## src/rtl/sine_measure_ctrl.sv

```systemverilog
// Sequencer for one oscillator measurement: reset the oscillator, wait for it to settle,
// then record the peaks and the period between the first two rising threshold crossings.
module sine_measure_ctrl #(
  parameter int RST_CYCLES    = 2,
  parameter int SETTLE_CYCLES = 256,
  parameter int WINDOW        = 1792,
  parameter int MID           = 128
) (
  input  logic        clk,
  input  logic        rst,
  input  logic        start,
  input  logic [7:0]  amp_code,
  output logic [7:0]  osc_v_in,
  output logic        osc_rst,
  input  logic [7:0]  osc_v_out,
  output logic        busy,
  output logic        done,
  output logic        err,
  output logic [7:0]  peak_max,
  output logic [7:0]  peak_min,
  output logic [10:0] period,
  output logic [2:0]  state_dbg
);

  localparam logic [2:0] S_IDLE    = 3'd0;
  localparam logic [2:0] S_OSC_RST = 3'd1;
  localparam logic [2:0] S_SETTLE  = 3'd2;
  localparam logic [2:0] S_MEASURE = 3'd3;
  localparam logic [2:0] S_DONE    = 3'd4;

  localparam logic [15:0] RST_LAST    = 16'(RST_CYCLES - 1);
  localparam logic [15:0] SETTLE_LAST = 16'(SETTLE_CYCLES - 1);
  localparam logic [15:0] WIN_LAST    = 16'(WINDOW - 1);
  localparam logic [7:0]  MID_CODE    = 8'(MID);

  logic [2:0]  state;
  logic [15:0] cnt;
  logic [7:0]  prev;
  logic [1:0]  cross_cnt;
  logic [10:0] first_idx;
  logic        rising;
  logic [1:0]  cross_next;

  // start/busy handshake: start is a request sampled only while busy=0 (IDLE);
  // it is dropped, not queued, at any other time. done pulses once per accepted start.
  assign busy      = (state != S_IDLE);
  assign done      = (state == S_DONE);
  assign osc_rst   = rst | (state == S_OSC_RST);
  assign state_dbg = state;

  // Index 0 only seeds prev, so it can never be a crossing.
  always_comb begin
    rising     = (cnt != 16'd0) && (prev < MID_CODE) && (osc_v_out >= MID_CODE);
    cross_next = cross_cnt;
    if (rising && cross_cnt != 2'd2) cross_next = cross_cnt + 2'd1;
  end

  always_ff @(posedge clk) begin
    if (rst) begin
      state     <= S_IDLE;
      cnt       <= '0;
      prev      <= '0;
      cross_cnt <= '0;
      first_idx <= '0;
      osc_v_in  <= '0;
      err       <= 1'b0;
      peak_max  <= '0;
      peak_min  <= '0;
      period    <= '0;
    end else begin
      case (state)
        S_IDLE: begin
          if (start) begin
            state     <= S_OSC_RST;
            cnt       <= '0;
            cross_cnt <= '0;
            osc_v_in  <= amp_code;
            err       <= 1'b0;
            peak_max  <= '0;
            peak_min  <= '0;
            period    <= '0;
          end
        end
        S_OSC_RST: begin
          if (cnt == RST_LAST) begin
            cnt   <= '0;
            state <= (SETTLE_CYCLES == 0) ? S_MEASURE : S_SETTLE;
          end else begin
            cnt <= cnt + 16'd1;
          end
        end
        S_SETTLE: begin
          if (cnt == SETTLE_LAST) begin
            cnt   <= '0;
            state <= S_MEASURE;
          end else begin
            cnt <= cnt + 16'd1;
          end
        end
        S_MEASURE: begin
          prev      <= osc_v_out;
          cross_cnt <= cross_next;
          if (cnt == 16'd0) begin
            peak_max <= osc_v_out;
            peak_min <= osc_v_out;
          end else begin
            if (osc_v_out > peak_max) peak_max <= osc_v_out;
            if (osc_v_out < peak_min) peak_min <= osc_v_out;
          end
          if (rising && cross_cnt == 2'd0) first_idx <= cnt[10:0];
          if (rising && cross_cnt == 2'd1) period <= cnt[10:0] - first_idx;
          if (cnt == WIN_LAST) begin
            cnt   <= '0;
            err   <= (cross_next < 2'd2);
            state <= S_DONE;
          end else begin
            cnt <= cnt + 16'd1;
          end
        end
        S_DONE:  state <= S_IDLE;
        default: state <= S_IDLE;
      endcase
    end
  end

endmodule

```

## config.mk

```make
export PLATFORM = sky130hd
export DESIGN_NAME = sine_measure_ctrl
export DESIGN_NICKNAME = d
export VERILOG_FILES = /design/src/rtl/sine_measure_ctrl.sv
export SDC_FILE = /design/constraint.sdc
export NUM_CORES = 1
export LEC_CHECK = 0
export CORE_MARGIN = 2
export CORE_UTILIZATION = 30
export DETAILED_ROUTE_END_ITERATION = 8
export GPL_TIMING_DRIVEN = 0
export PLACE_DENSITY = 0.53
export SLEW_MARGIN = 40
export SYNTH_ARGS = -nofsm -noshare
export SYNTH_HDL_FRONTEND = slang
export SYNTH_SLANG_ARGS = --single-unit
```

## constraint.sdc

```tcl
create_clock -name clk -period 3.9 [get_ports clk]
set_clock_uncertainty 0.15 [all_clocks]
set_input_delay 0.39 -clock clk [delete_from_list [all_inputs] [get_ports clk]]
set_output_delay 0.39 -clock clk [all_outputs]
set_load 0.005 [all_outputs]
```

==> flow_metrics.tcl <==
set metrics [dict create \
    status "finished, final reports clean" \
    synth_top_area_cell "dfxtp_1" \
    rsz0062_at_grt "false" \
    cts.hold.buffers_added 0 \
    yosys-top-cells-area "dfxtp_1 (36%), ha_1 (10%), a21oi_1 (6.0%)" \
    cts_buffers 9 \
    gp_congestion 0.809 \
    synth_top_family_by_area "compound AO/OA/AOI/OAI gates" \
    yosys_warnings 0 \
    worstHoldStart "osc_v_in[1]" \
    drt_iter0_markers 221 \
    wire_per_inst_um 13.5 \
    yosysUniqueCellTypes 54 \
    area.growth.synth_to_final_pct 29.0 \
    slew_violations 0 \
    insertion_delay_ps 330 \
    period_share 0.657 \
    r2r_slack_ps 1340 \
    post_cts_buffers 0 \
    die-area_mm2 0.0136 \
    cts_num_sinks 69 \
    cts_buffer_depth 2 \
    drt_first_pass_iters 4 \
    overflow 0 \
    fmax_ghz 0.390 \
    pre_cts_slack_ps 1070 \
    nNetsFinal 574 \
    hpwl_um 7080 \
    core.rowCount 41 \
    netlist_area_mm2 0.00381 \
    hold_violations 0 \
    clkTransAtPathRegs_ps 60 \
    maxCapViolCount 0 \
    period_needed_ps 2560 \
    drc 0 \
    clk_root_buffer_cell "clkbuf_16" \
    synth_top_area_share 0.362 \
    syn_avg_cell_area_um2 8.42 \
    fin_ws_ps 1340 \
    hold_class "reg2reg" \
    design.core.area_mm2 0.0125 \
    irDropWorstVdd_uv 181 \
    die_w_um 117 \
    synthMuxAreaShare 0.0315 \
    grt_max_degree 12 \
    cts_resized 0 \
    htreeDepth 3 \
    crit_fanout 8 \
    timing.rr.start "cnt[1]" \
    ys_seq_area_frac 0.362 \
    synth_commonest_cells "dfxtp_1 (69), a21oi_1 (46), nand2_1 (39)" \
    synthFlopType "dfxtp_1" \
    grt_antenna_before_repair 0 \
    synth_fa_ha_area_frac 0.107 \
    end_kind "flop" \
    cp-startpoint "cnt[1]" \
    fin_setup_tns_ps 0 \
    num_vias 3379 \
    slew_headroom 0.543 \
    syn_nets 504 \
    drive_gt1_frac 0.0795 \
    setup_violations 0 \
    antenna_left 0 \
    yosysMostFrequentCell "dfxtp_1" \
    synth_compound_area_frac 0.207 \
    antenna_cells 0 \
    wl_um 9480 \
    arrival_ps 2690 \
    final_cell_count_no_fill 700 \
    synth_seq_cells 69 \
    async_flop_share 0 \
    worstMarginPinSlew_ps 685 \
    setup.worst_path.start_class "flop" \
    cp.required_ps 4030 \
    grt_pass1_vias 3113 \
    cts_tree "done" \
    io_buffers 59 \
    vias_per_cell 4.83 \
    criticalPathCategory "reg2reg" \
    ios 61 \
    synth_xor_area_frac 0.0299 \
    power_mw 2.02 \
    synthSimpleGateAreaFrac 0.202 \
    synth-edff-count 0 \
    leakage_nw 1.87 \
    grt_pass1_wl_um 15400 \
    die_height_um 117 \
    p_per_area_mw_per_mm2 410 \
    syn_inst 453 \
    dp_cells 684 \
    start_util 0.305 \
    grt_util_all_layers 0.146 \
]
metrics by stage:
step                utilization  hold WS [ps]  cell area, um2
finish                    0.393           303            4920
CTS                       0.393           307            4920
global route              0.393           324            4920
global placement          0.369           295            4620
floorplan                     -           287            3810
detailed placement        0.369           300            4620
layout by cell type, fill, tap and decap left out, types with 3 or more instances in the layout:
master,n
a22o_1,14
inv_1,33
buf_2,5
xnor2_1,7
clkbuf_1,10
nand2_1,39
dfxtp_1,69
xor2_1,6
a31oi_1,15
clkdlybuf4s50_1,59
clkbuf_8,4
nand3_1,16
nand4_1,6
or2_2,3
nor2b_1,5
a21oi_1,46
ha_1,31
nor2_1,34
nand2b_1,6
and2_1,3
clkbuf_16,9
mux2i_1,12
o211ai_1,3
nor3_1,8
a21o_1,12
or2b_1,3
o21ai_0,20
a211oi_1,5
and3_1,9
final timing paths:
path | end | cells after the start
hold reg to reg | osc_v_in[1] | 2
setup / recovery | peak_min[5] | 8
setup reg to reg | peak_min[5] | 8
hold / removal | osc_v_in[1] | 2
sequential cells by signal, summed over array words and instances, names as in the netlist:
name and count:
prev 1, cnt 16, first_idx 11, state_dbg 3
period 11, osc_v_in 8, err 1, cross_cnt 2
peak_max 8, peak_min 8
cell type report:
cell class	instances	area, um2
plain buffers	19	100
clock buffers	13	280
clock inverters	3	17.5
fillers	1323	7600
inverters	34	128
multi-input cells	331	2210
flip-flops and latches	69	1380
well taps	172	215
repair buffers	59	591
report_power, final:
group	total [mW]	switching, mW	leakage, nW	internal [mW]
clock	0.802	0.305	0.148	0.497
combinational	0.454	0.260	1.17	0.194
sequential	0.761	0.0266	0.557	0.734
layer usage:
layer,GRT usage,vias up,wire length (um)
li1,-,1747,-
met1,0.184,1557,4520
met2,0.241,63,4460
met3,0.0374,12,345
met4,0.0525,0,150
met5,0,-,0
cells by family (layout without fill, tap and decap cells):
logic type | count (synthesis) | after routing
and+or+nand+nor | 148 | 148
AOI/OAI and AO/OA | 126 | 126
DFF | 69 | 69
buffers and inverters | 53 | 128
adders and majority gates | 32 | 32
xor gates and xnor gates | 13 | 13
muxes | 12 | 12
critical path, cell delays in order (launching register included):
cell,delay (ps)
dfxtp_1,510
inv_1,130
ha_1,200
nor3b_1,130
nand4_1,240
and2_4,250
o21ai_0,90
a21oi_1,570
a22o_1,250
No activity file was read; power rests on OpenSTA's default activity.
==> variant 1 (same settings) <==
Register the outputs `busy` and `done`; this adds one clock of latency there. The other outputs are not delayed to match.
--- a/src/rtl/sine_measure_ctrl.sv
+++ b/src/rtl/sine_measure_ctrl.sv
@@ -45,4 +45,6 @@
   // it is dropped, not queued, at any other time. done pulses once per accepted start.
-  assign busy      = (state != S_IDLE);
-  assign done      = (state == S_DONE);
+  always_ff @(posedge clk) begin
+    busy <= (state != S_IDLE);
+    done <= (state == S_DONE);
+  end
   assign osc_rst   = rst | (state == S_OSC_RST);
Check against the original RTL: not equivalent (a bounded check fails within 4 cycles, from zero or initial values and one cycle with rst high).
==> variant 1 against the unedited design <==
  * First-iteration DRC count grew 11%
  * Total power is 6.8% higher
  * Final area is 2.7% higher
  * Die area up 2.8%
  * Wire length up 2.2%
  * Largest power group unchanged
  * Area after synthesis is 2.9% higher
  * Sequential share of layout area up 0.055 points
  * Sequential cell count is 2 higher
  * Worst setup slack better by 0.077 ns
==> variant 1: results (changes against the unedited design) <==
clocking:
  clk_latency_ns: 0.34
  cts_setup_buffers: 0  # unchanged
  cts_buffer_depth: 2  # unchanged
  clk_pin_slew_worst_paths_ns: 0.05
  cts-root-buf: "clkbuf_16"
placed_design:
  dp_slack_ns: 1.10  # +0.0276 ns
  placed_cells: 693  # +1.3%
  hpwl_um: 7290  # +3.0%
  placed_cell_area_sq_um: 4730  # +2.4%
  gp_congestion: 0.811  # +0.25%
  io_buffers: 59  # unchanged
layout:
  regArea_sq_um: 1420  # +2.9%
  reg_top3: "cnt (16), first_idx (11), period (11)"
  final_nets: 583  # +1.6%
  multi_input_area_sq_um: 2260  # +2.3%
  diodes: 0  # unchanged
  n_all_buffers: 80  # +2.6%
  clock_area_share_pct: 6.44  # +0.39 points
  final-nonclk-buf-share_pct: 14.0  # about the same
  nMultiInputCombCells: 337  # +1.8%
  inv_count: 33  # -2.9%
  drive_gt1_share_pct: 9.12  # +1.2 points
  nFillCells: 1289  # -2.6%
  area_growth_pct: 28.8
grt:
  grt_first_pass_wirelength_um: 16300  # +5.7%
  antenna_found_initial: 0  # unchanged
  grtUsageMet2_pct: 23.3  # -0.78 points
  grt_pass1_vias: 3350  # +7.6%
  grt_util_all_layers_pct: 14.3  # -0.29 points
  use_met1_pct: 18.1  # -0.32 points
  use_met3_pct: 2.94  # -0.79 points
power:
  power_mw: 2.15  # +6.8%
  peakVddDrop_uv: 190  # +4.9%
  p_comb_share_pct: 21.6  # -0.9 points
  p_leak_nw: 1.90  # +1.3%
  p_sw_uw: 610  # +3.2%
  clockPowerShare_pct: 41.8  # +2.0 points
routing:
  wl_met1_um: 4650  # +2.7%
  routed_wl_um: 9690  # +2.2%
  wl_per_cell_um: 13.7  # +0.88%
  dr_wl_met3_um: 386  # +12%
  via_count: 3490  # +3.3%
  wl_met2_um: 4460  # about the same
  drtIter0Drc: 246  # +11%
synthesis:
  synth.area.top_cells: "dfxtp_1 36%, ha_1 9.9%, a21oi_1 5.9%, nand2_1 4.5%, nor2_1 3.4%"
  synth_cell_type_count: 51  # -5.6%
  synth_nets: 513  # +1.8%
  ys_top_cells_by_count: "71 x dfxtp_1, 47 x nand2_1, 46 x a21oi_1, 35 x nor2_1, 32 x inv_1"
  synth_seq_area_share_pct: 36.2  # about the same
  ys_ff_latch: 71  # +2.9%
  syn_inst: 462  # +2.0%
setup_path:
  cp_num_buf_inv: 2  # +1
  critPathMaxStageDelay_ns: 0.54  # -0.03 ns
  cp_top_family: "buffers and inverters"
  worstPathArrival_ns: 2.56  # -0.13 ns
  slowest_stage: "clkdlybuf4s50_1"
status:
  status: "finished, final reports clean"
timing:
  max-slew-margin-rel_pct: 43.2  # -11 points
[variant 1: kinds of logic after synthesis]
kind of cell    after synthesis  synth area share (%)
mux                          12                  3.06
compound gates              126                  20.8
flops                        71                  36.2
buf+inv                      54                  6.19
xor+xnor                     13                  2.90
fa+ha+maj                    32                  10.4
simple gates                154                  20.4
[variant 1: path summary, 6_finish.rpt]
| check | to | slack [ns] | cells after the start | from |
|---|---|---|---|---|
| max reg2reg | period[8]$_SDFFE_PP0P_ | 1.41 | 10 | cnt[0]$_SDFFE_PP0P_ |
| max | peak_min[7]$_SDFFE_PP0P_ | 1.41 | 9 | osc_v_out[7] |
| min | osc_v_in[0]$_SDFFE_PP0P_ | 0.30 | 2 | osc_v_in[0]$_SDFFE_PP0P_ |
| min reg2reg | osc_v_in[0]$_SDFFE_PP0P_ | 0.30 | 2 | osc_v_in[0]$_SDFFE_PP0P_ |
==> variant 2 (config.mk and constraints unchanged) <==
Made on the original files. `WINDOW`: 1792 -> 1024.
--- a/src/rtl/sine_measure_ctrl.sv
+++ b/src/rtl/sine_measure_ctrl.sv
@@ -5,3 +5,3 @@
   parameter int SETTLE_CYCLES = 256,
-  parameter int WINDOW        = 1792,
+  parameter int WINDOW        = 1024,
   parameter int MID           = 128
Behaviour: no difference found for any inputs over 10 cycles, from zero or initial values and one cycle with rst high; that may be too few to reach the edited logic, so the function may still have changed.
==> variant 2 against the unedited design <==
  * Core utilization barely moved
  * Final area rose by 0.43%
  * Area after synthesis rose by 0.56%
  * Wire length rose by 11%
  * Sequential cell count did not move
  * Non-clock buffer count rose by 1
  * Clock power fell by 1%
  * Worst hold slack got worse by 0.0023 ns
  * Die area rose by 0.54%
  * Total power rose by 0.76%
  * Worst setup slack got worse by 0.032 ns
  * Sequential share of layout area fell by 0.12 points
  * Synthesized cell count rose by 2.2%
==> variant 2: results (changes against the unedited design) <==
synthesis:
  ys_top_cells_by_count: "69 x dfxtp_1, 52 x nand2_1, 43 x a21oi_1, 37 x nand3_1"
  synth_nets: 514  # +2.0%
  syn_inst: 463  # +2.2%
  synth.area.mux_share_pct: 2.87  # -0.28 points
  synth_cell_type_count: 53  # -1.9%
  synth_xor_area_share_pct: 3.88  # +0.90 points
  synth_compound_area_share_pct: 17.1  # -3.6 points
  synthAdderAreaFrac_pct: 10.6  # -0.059 points
  synth_seq_area_share_pct: 36.0  # -0.20 points
power:
  peakVddDrop_uv: 218  # +21%
  p_leak_nw: 1.81  # -3.0%
placed_design:
  placed_cells: 695  # +1.6%
  gp_congestion: 0.839  # +3.6%
  dp_slack_ns: 0.998  # -0.0725 ns
  io_buffers: 60  # +1.7%
  hpwl_um: 7920  # +12%
  placed_cell_area_sq_um: 4650  # +0.68%
layout:
  drive_gt1_share_pct: 6.49  # -1.5 points
  final_nets: 585  # +1.9%
  reg_top3: "cnt (16), first_idx (11), period (11)"
hold_path:
  min_to: "osc_v_in[3]$_SDFFE_PP0P_"
  worstHoldStart: "osc_v_in[3]$_SDFFE_PP0P_"
routing:
  routed_wl_um: 10600  # +11%
  wl_per_cell_um: 14.8  # +9.6%
  drtIter0Drc: 208  # -5.9%
  routed_via_density: 4.93  # +2.2%
clocking:
  clk_pin_slew_worst_paths_ns: 0.05
timing:
  setup_slack_ns: 1.30  # -0.0322 ns
  max-slew-margin-rel_pct: 54.1  # -0.21 points
  timing.hold.ws_ns: 0.301  # -0.00232 ns
setup_path:
  endpoint: "period[10]$_SDFFE_PP0P_"
  startpoint: "cnt[0]$_SDFFE_PP0P_"
  slowest_stage: "dfxtp_1"
  rr_worst_depth: 10  # +2
  path_max_fanout: 9  # +1
  r2r-start: "cnt[0]$_SDFFE_PP0P_"
grt:
  grt_first_pass_wirelength_um: 16900  # +9.8%
  grt_util_all_layers_pct: 16.2  # +1.6 points
  grt_pass1_vias: 3346  # +7.5%
  grt_start_max_net_pins: 11  # -1
status:
  status: "finished, final reports clean"
## variant 2: kinds of logic (layout without fill, tap and decap cells)
family                     after synthesis  in the layout
AOI/OAI and AO/OA                      105            105
xor gates and xnor gates                17             17
adders and majority gates               32             32
buffers and inverters                   53            129
DFF                                     69             69
muxes                                   11             11
and+or+nand+nor                        176            176
## variant 2: routing by layer
metal	track usage [%]	part of all wire [%]
met1	20.5	47
met2	26.2	45
met3	3.24	4.7
met4	8.24	2.9
met5	0	0
## variant 2: power breakdown
part | switching [mW] | internal [mW] | leakage [nW] | total [mW]
logic | 0.266 | 0.187 | 1.11 | 0.453
registers | 0.0458 | 0.740 | 0.558 | 0.786
clock network | 0.292 | 0.501 | 0.143 | 0.793
total | 0.604 | 1.43 | 1.81 | 2.03
## variant 2: worst reg2reg max path, cell delays in order (launching register included)
cell and delay, ns:
dfxtp_1 0.40, inv_1 0.13, ha_1 0.22, inv_1 0.07, fa_1 0.40, a21o_1 0.21
a31o_2 0.26, a211oi_1 0.24, o21bai_1 0.12, xnor2_1 0.13, o31ai_1 0.19
## variant 2: area by class of cell
| cell class | instances | area [sq um] |
|---|---|---|
| fillers | 1293 | 7630 |
| multi-input cells | 341 | 2230 |
| flip-flops and latches | 69 | 1380 |
| repair buffers | 60 | 601 |
| clock buffers | 16 | 292 |
| well taps | 172 | 215 |
| inverters | 34 | 128 |
| plain buffers | 19 | 96.3 |
